$ cat src/rtl/fetch_unit.sv
// rtl/fetch_unit.sv - instruction fetch: PC, single outstanding imem request, 2-entry {ins, pc} buffer
// Redirect flushes the buffer; a request in flight at redirect time is drained and its ack dropped.
module fetch_unit (
  input  logic        clk,
  input  logic        rst,
  output logic        imem_req,
  output logic [31:0] imem_addr,
  input  logic        imem_ack,
  input  logic [31:0] imem_data,
  input  logic        redirect,
  input  logic [31:0] redirect_pc,
  output logic        ins_valid,
  input  logic        ins_ready,
  output logic [31:0] ins,
  output logic [31:0] ins_pc
);

  typedef enum logic {FETCH = 1'b0, DRAIN = 1'b1} state_t;

  state_t      state_q, state_d;
  logic [31:0] pc_q, pc_d;
  logic [1:0]  count_q, count_d;
  logic        req_q, req_d;
  logic [31:0] ins0_q, ins0_d, ins1_q, ins1_d;
  logic [31:0] pc0_q, pc0_d, pc1_q, pc1_d;
  logic        push, pop;
  logic [1:0]  unused_rpc_lo;

  assign unused_rpc_lo = redirect_pc[1:0];

  always_comb begin
    state_d = state_q;
    pc_d    = pc_q;
    count_d = count_q;
    ins0_d  = ins0_q;
    ins1_d  = ins1_q;
    pc0_d   = pc0_q;
    pc1_d   = pc1_q;
    push    = (state_q == FETCH) && req_q && imem_ack && !redirect;
    pop     = (count_q != 2'd0) && ins_ready && !redirect;

    if (redirect) begin
      count_d = 2'd0;
      pc_d    = {redirect_pc[31:2], 2'b00};
      if (state_q == FETCH && req_q && !imem_ack)
        state_d = DRAIN;
      else if (state_q == DRAIN && imem_ack)
        state_d = FETCH;
    end else begin
      if (state_q == DRAIN && imem_ack)
        state_d = FETCH;
      if (push)
        pc_d = pc_q + 32'd4;
      // Entry 0 is always the head; entry 1 shifts down on pop.
      case ({push, pop})
        2'b10: begin
          count_d = count_q + 2'd1;
          if (count_q == 2'd0) begin
            ins0_d = imem_data;
            pc0_d  = pc_q;
          end else begin
            ins1_d = imem_data;
            pc1_d  = pc_q;
          end
        end
        2'b01: begin
          count_d = count_q - 2'd1;
          ins0_d  = ins1_q;
          pc0_d   = pc1_q;
        end
        2'b11: begin
          if (count_q == 2'd1) begin
            ins0_d = imem_data;
            pc0_d  = pc_q;
          end else begin
            ins0_d = ins1_q;
            pc0_d  = pc1_q;
            ins1_d = imem_data;
            pc1_d  = pc_q;
          end
        end
        default: ;
      endcase
    end

    // Registered request: cannot rise until the first edge after reset.
    req_d = (state_d == FETCH) && (count_d != 2'd2);
  end

  always_ff @(posedge clk or posedge rst) begin
    if (rst) begin
      state_q <= FETCH;
      pc_q    <= 32'd0;
      count_q <= 2'd0;
      req_q   <= 1'b0;
      ins0_q  <= 32'd0;
      ins1_q  <= 32'd0;
      pc0_q   <= 32'd0;
      pc1_q   <= 32'd0;
    end else begin
      state_q <= state_d;
      pc_q    <= pc_d;
      count_q <= count_d;
      req_q   <= req_d;
      ins0_q  <= ins0_d;
      ins1_q  <= ins1_d;
      pc0_q   <= pc0_d;
      pc1_q   <= pc1_d;
    end
  end

  assign imem_req  = req_q;
  assign imem_addr = pc_q;
  assign ins_valid = (count_q != 2'd0);
  assign ins       = ins_valid ? ins0_q : 32'd0;
  assign ins_pc    = ins_valid ? pc0_q : 32'd0;

endmodule

$ cat config.mk
export PLATFORM = sky130hd
export DESIGN_NAME = fetch_unit
export DESIGN_NICKNAME = d
export VERILOG_FILES = /design/src/rtl/fetch_unit.sv
export SDC_FILE = /design/constraint.sdc
export NUM_CORES = 1
export LEC_CHECK = 0
export CORE_MARGIN = 3
export CORE_UTILIZATION = 40
export DETAILED_ROUTE_END_ITERATION = 10
export PLACE_DENSITY = 0.66
export SLEW_MARGIN = 10
export SYNTH_ARGS = -nofsm -noshare
export SYNTH_HDL_FRONTEND = slang
export SYNTH_SLANG_ARGS = --single-unit
$ cat constraint.sdc
create_clock -name clk -period 10.2 [get_ports clk]
set_clock_uncertainty 0.15 [all_clocks]
set_input_delay 2.55 -clock clk [delete_from_list [all_inputs] [get_ports clk]]
set_output_delay 2.55 -clock clk [all_outputs]
set_load 0.005 [all_outputs]
==> metrics, run 1 <==
status=finished clean; crit path launch type=input port; Tmin final=5.55 ns; Cell Pwr Density=203 nW/um2; placed cells=1073; postcts setup bufs=0; num ports=167; Vias=5931; peak supply drop=0.000109 V; worst setup margin=4.65 ns; Worst Setup Slack post-DPL=4.27 ns; Worst setup EP type=register; Hold Path Class=register to register; Synth Area in Compound Gates=15.1%; Avg WL per Cell=17.4 um; largest family of logic cells by synthesized area=simple AND/OR/NAND/NOR gates; EDFF count, synth=0; sequential-to-total area share from yosys stat=52.8%; xor and xnor area share after synthesis=1.28%; commonest non-fill, non-tap cell in the layout=clkdlybuf4s50_1; most frequent cells in the layout=clkdlybuf4s50_1 (162), dfrtp_1 (159), nand2_1 (93), o21ai_0 (80), nor2b_1 (65); r2r setup slk=6.46 ns; Critical path origin=imem_ack; FFs w/ async S/R, synth=100%; critical-path maximum fanout=39; row cnt=49; Synth area leaders=dfrtp_1 (53%), mux2_2 (9.0%), a22oi_1 (6.2%); area taken by multi-input logic gates=3310 um2; die height=143 um; RSZ-0062 raised after global routing=no; post-CTS resize count=0; final instance area=9900 um2; core area=18300 um2; post-synthesis mux area share=9.09%; CTS tree=done; period utilization=54.4%; routability congestion estimate=0.766; synthesized area=7540 um2; filler-free cell count of the finished design=1106; Tot GR Track Use=19.0%; sum of negative setup slack=0 ns; Adder-Cell Fraction of Synth Area=1.33%; total grt overflow=0; Clk Latency, worst-skew pair=0.41 ns; R2R cell count=10; worst path required time=10.36 ns; CP endpoint=ins0_q[12]; Synth Warn #=0; WS Path Type=input port to register; Post-CTS Hold Fix Bufs=0; r2r endpoint=ins0_q[12]; clock sinks=159; first-pass GRT wire length=30900 um; vias in the first global route=5802; simple-gate share of the synthesized area=16.8%; max-cap violation count=0; final core occ=54.2%; crit path DAT=5.71 ns; I/O Buffers=162; Filler Cells Inserted=1649; syn_area_per_cell=10.3 um2; final antenna-violating net count=0; WL final=19300 um; Clock transition at path regs=0.06 ns; Worst-Margin Slew=1.13 ns; post-synthesis cell count=731; worst r2r src=count_q[0]; chip width=143 um; fin. max-slew vios=0; Yosys reg bits=159; f_max=180 MHz; layout cells sized above 1=12.0%; initial antenna violation count=0; Via-to-Cell Ratio=5.36; Final setup viols=0; CTS max path bufs=2; biggest area consumer among synthesized cells=dfrtp_1; Yosys top cell area share=52.8%; Hold Fails Final Rpt=0; Residual DRC=0; fin nets=940; register area=3980 um2; largest net degree at the start of global routing=126; starting density of the core=41.3%; number of distinct library cells after synthesis=44; CTS Buf Count=17; clk root buf=clkbuf_16; relative slew slack=24.9%; die area=20500 um2; First DRT Iteration DRCs=390; HPWL after DPL=12300 um; leakage=4.00 nW; Pre-antenna DRT Iters=5; placed cell area=9300 um2; H-tree depth=4; ys flop type=dfrtp_1; Area Overhead vs Synth=31.3%
where the power goes:
group	switching, W	internal [W]	total [W]
logic	0.000166	0.000244	0.000410
clock network	0.000248	0.000397	0.000645
registers	0.000118	0.000839	0.000957
per-layer routing:
layer	routed length, um	global-route usage, %	vias to the layer above
met5	0	0	-
met4	166	4.61	0
met3	1110	4.03	15
met2	8790	28.9	190
met1	9190	28.0	2857
li1	-	-	2869
worst max-delay path: stages:
cell	delay, ns
clkdlybuf4s50_1	0.55
and3b_1	0.60
nand2_1	0.21
inv_1	0.15
ha_1	0.20
nand2_1	0.09
nand2_2	0.43
buf_4	0.53
a22oi_1	0.16
o21ai_0	0.22
worst min path at each step:
stage,endpoint,startpoint,depth (start not counted)
detailed placement,ins0_q[24],ins0_q[24],2
global route,pc0_q[1],pc0_q[1],1
finish,ins0_q[25],ins0_q[25],2
global placement,ins0_q[3],ins0_q[3],2
floorplan,ins0_q[0],ins0_q[0],2
CTS,pc0_q[7],pc0_q[7],2
cell usage after synthesis (all sizes together), types with 2 or more instances:
library cell,n
nor3,3
dfrtp,159
a22oi,62
nor2b,65
inv,8
or3,5
o211ai,2
nand2,94
nand3b,2
mux2,60
and3,5
xnor2,8
a31oi,16
a21oi,4
ha,8
or4,16
xor2,3
o21ai,80
nor2,21
clkbuf,53
a211oi,2
buf,5
nand4b,3
nand3,9
nor4,5
nand4,8
o31ai,13
cells by family after synthesis:
family          count (synthesis)
flops                         159
fa+ha+maj                       8
buf+inv                        67
mux                            61
compound gates                182
other cells                     1
xor+xnor                       11
simple gates                  242
per-stage QoR:
stage | hold slack (ns) | power, W
finish | 0.320 | 0.00201
global route | 0.343 | 0.00214
CTS | 0.326 | 0.00203
detailed placement | 0.312 | 0.00138
global placement | 0.303 | 0.00136
floorplan | 0.292 | 0.00120
flip-flops by register name, indices dropped and copies added, names as in the netlist:
register and flops:
ins0_q 32, ins1_q 32, pc0_q 31, imem_addr 30
pc1_q 30, count_q 2, imem_req 1, state_q 1
layout make-up:
| type | count | share of cell area [%] |
|---|---|---|
| flip-flops and latches | 159 | 40.2 |
| inverters | 9 | 0.392 |
| repair buffers | 170 | 17.0 |
| diodes | 1 | 0.0253 |
| well taps | 229 | 2.89 |
| clock inverters | 10 | 1.38 |
| clock buffers | 22 | 4.69 |
| multi-input cells | 506 | 33.4 |
No activity file was read; power rests on OpenSTA's default activity.
==> run 2: changes to the inputs <==
--- a/config.mk
+++ b/config.mk
@@ -8,7 +8,7 @@
 export CORE_MARGIN = 3
 export CORE_UTILIZATION = 40
 export DETAILED_ROUTE_END_ITERATION = 10
-export PLACE_DENSITY = 0.66
+export PLACE_DENSITY = 0.68
 export SLEW_MARGIN = 10
 export SYNTH_ARGS = -nofsm -noshare
 export SYNTH_HDL_FRONTEND = slang
==> constraint.sdc (replaced) <==
create_clock -name clk -period 5.08 [get_ports clk]
set_clock_uncertainty 0.15 [all_clocks]
set_input_delay 1.27 -clock clk [delete_from_list [all_inputs] [get_ports clk]]
set_output_delay 1.27 -clock clk [all_outputs]
set_load 0.005 [all_outputs]
==> run 2 against run 1 <==
Via count is 0.13% lower; final cell count is 0.27% higher; setup slack worse by 3.5 ns; critical path depth stayed put; sequential power is 100% higher; register-to-register slack worse by 4.6 ns; critical endpoint is now ins0_q[17]; non-clock buffer count is 5 higher; clock power is 86% higher; sequential share of layout area hardly changed.
==> metrics, run 2 (same netlist as run 1, synthesis figures left out) <==
met1 wire length=9240 um (+0.47%); Worst Setup Slack post-DPL=0.807 ns (-3.46 ns); I/O Buffers=162 (unchanged); clock sinks=159 (unchanged); starting density of the core=41.3% (unchanged); clk root buf=clkbuf_16; Pre-antenna DRT Iters=4 (-1); Avg WL per Cell=16.9 um (-2.7%); layout cells sized above 1=12.6% (+0.63 points); Hold Fails Final Rpt=0 (unchanged); crit path DAT=4.05 ns (-1.66 ns); n_diodes=0 (-1); post-CTS resize count=0 (unchanged); fin nets=945 (+0.53%); relative slew slack=27.8% (+2.9 points); HPWL after DPL=12300 um (-0.48%); top layer in use=met4; die area=20500 um2 (unchanged); Post-CTS Hold Fix Bufs=0 (unchanged); total grt overflow=0 (unchanged); routability congestion estimate=0.752 (-1.8%); Hold Path Class=register to register; Vias=5923 (-0.13%); chip width=143 um (unchanged); final antenna-violating net count=0 (unchanged); peak supply drop=0.000238 V (+120%); worst setup margin=1.20 ns (-3.45 ns); initial antenna violation count=0 (unchanged); top flop regs=ins0_q x32, ins1_q x32, pc0_q x31; num ports=167 (unchanged); CTS tree=done; most frequent cells in the layout=clkdlybuf4s50_1 (162), dfrtp_1 (159), nand2_1 (93), o21ai_0 (80), nor2b_1 (65); First DRT Iteration DRCs=325 (-17%); worst path required time=5.25 ns (-5.11 ns); Via-to-Cell Ratio=5.34 (-0.41%); H-tree depth=4 (unchanged); period utilization=76.4%; WS Path Type=input port to register; Tmin final=3.88 ns; Cell Pwr Density=398 nW/um2 (+96%); first-pass GRT wire length=30400 um (-1.5%); leakage=4.01 nW (+0.10%); Area Overhead vs Synth=31.3% (about the same); f_max=258 MHz; max-cap violation count=0 (unchanged); Tot GR Track Use=18.8% (-0.22 points); Worst setup EP type=register; CTS max path bufs=2 (unchanged); die height=143 um (unchanged); Clock transition at path regs=0.06 ns (about the same); vias in the first global route=5720 (-1.4%); metal2 WL=8360 um (-4.9%); Worst-Margin Slew=1.08 ns (-0.0432 ns); sum of negative setup slack=0 ns (unchanged); commonest non-fill, non-tap cell in the layout=clkdlybuf4s50_1; row cnt=49 (unchanged); Final setup viols=0 (unchanged); WL final=18800 um (-2.5%); Clk Latency, worst-skew pair=0.41 ns (about the same); fin. max-slew vios=0 (unchanged); status=finished clean; postcts setup bufs=0 (unchanged); CTS Buf Count=17 (unchanged); met3 wire len=1020 um (-8.4%); core area=18300 um2 (unchanged); largest net degree at the start of global routing=160 (+27%); critical-path maximum fanout=40 (+2.6%); Residual DRC=0 (unchanged); crit path launch type=input port; RSZ-0062 raised after global routing=no; r2r setup slk=1.86 ns (-4.60 ns)
run 2: changes by cell type in the layout (fill, tap and decap cells not counted):
| cell | change |
|---|---|
| clkinv_2 | +1 |
| clkbuf_1 | -2 |
| buf_4 | +4 |
| buf_12 | +1 |
| inv_6 | -1 |
| bufinv_16 | -2 |
| clkinvlp_4 | +2 |
| diode_2 | -1 |
| clkbuf_8 | +1 |
run 2: worst paths after layout:
kind,from,end,cells after the start
setup / recovery,imem_ack,ins0_q[17],10
hold / removal,ins0_q[7],ins0_q[7],2
setup reg to reg,count_q[0],ins0_q[17],10
hold reg to reg,ins0_q[7],ins0_q[7],2
max in group asynchronous,rst,pc0_q[12],3
min in group asynchronous,rst,ins0_q[4],3
run 2: per-stage QoR:
| stage | util, % | cell area (um2) | hold WS, ns | std cells | power, W |
|---|---|---|---|---|---|
| 6_report | 54.2 | 9900 | 0.318 | 1109 | 0.00394 |
| 5_1_grt | 54.2 | 9900 | 0.344 | 1109 | 0.00421 |
| 4_1_cts | 54.2 | 9900 | 0.325 | 1109 | 0.00399 |
| 3_5_place_dp | 51.2 | 9350 | 0.312 | 1078 | 0.00278 |
| 3_3_place_gp | 51.2 | 9350 | 0.304 | 1078 | 0.00274 |
| 2_1_floorplan | - | 7550 | 0.292 | 732 | 0.00242 |
run 2: report_power, final:
group / switching, W / internal [W]
clock network: 0.000492 / 0.000707
registers: 0.000235 / 0.00168
logic: 0.000327 / 0.000495
total: 0.00105 / 0.00289
run 2: cell type report:
class / count / area [um2]
flip-flops and latches: 159 / 3980
well taps: 229 / 287
inverters: 9 / 37.5
multi-input cells: 506 / 3310
repair buffers: 175 / 1730
clock inverters: 10 / 88.8
clock buffers: 21 / 470
fillers: 1671 / 8370
run 2: critical path, cell delays in order:
cell and delay [ns]:
clkdlybuf4s50_1 0.54, and3b_1 0.21, nand2_1 0.10, inv_1 0.12
ha_1 0.19, nor2b_1 0.13, o21a_2 0.75, buf_4 0.42
a22oi_1 0.12, o21ai_0 0.18
run 2: layer usage:
metal / GRT usage (%) / vias to the layer above
met3: 4.89 / 12
met4: 4.81 / 0
met1: 27.4 / 2853
li1: - / 2883
met2: 28.0 / 175
met5: 0 / -
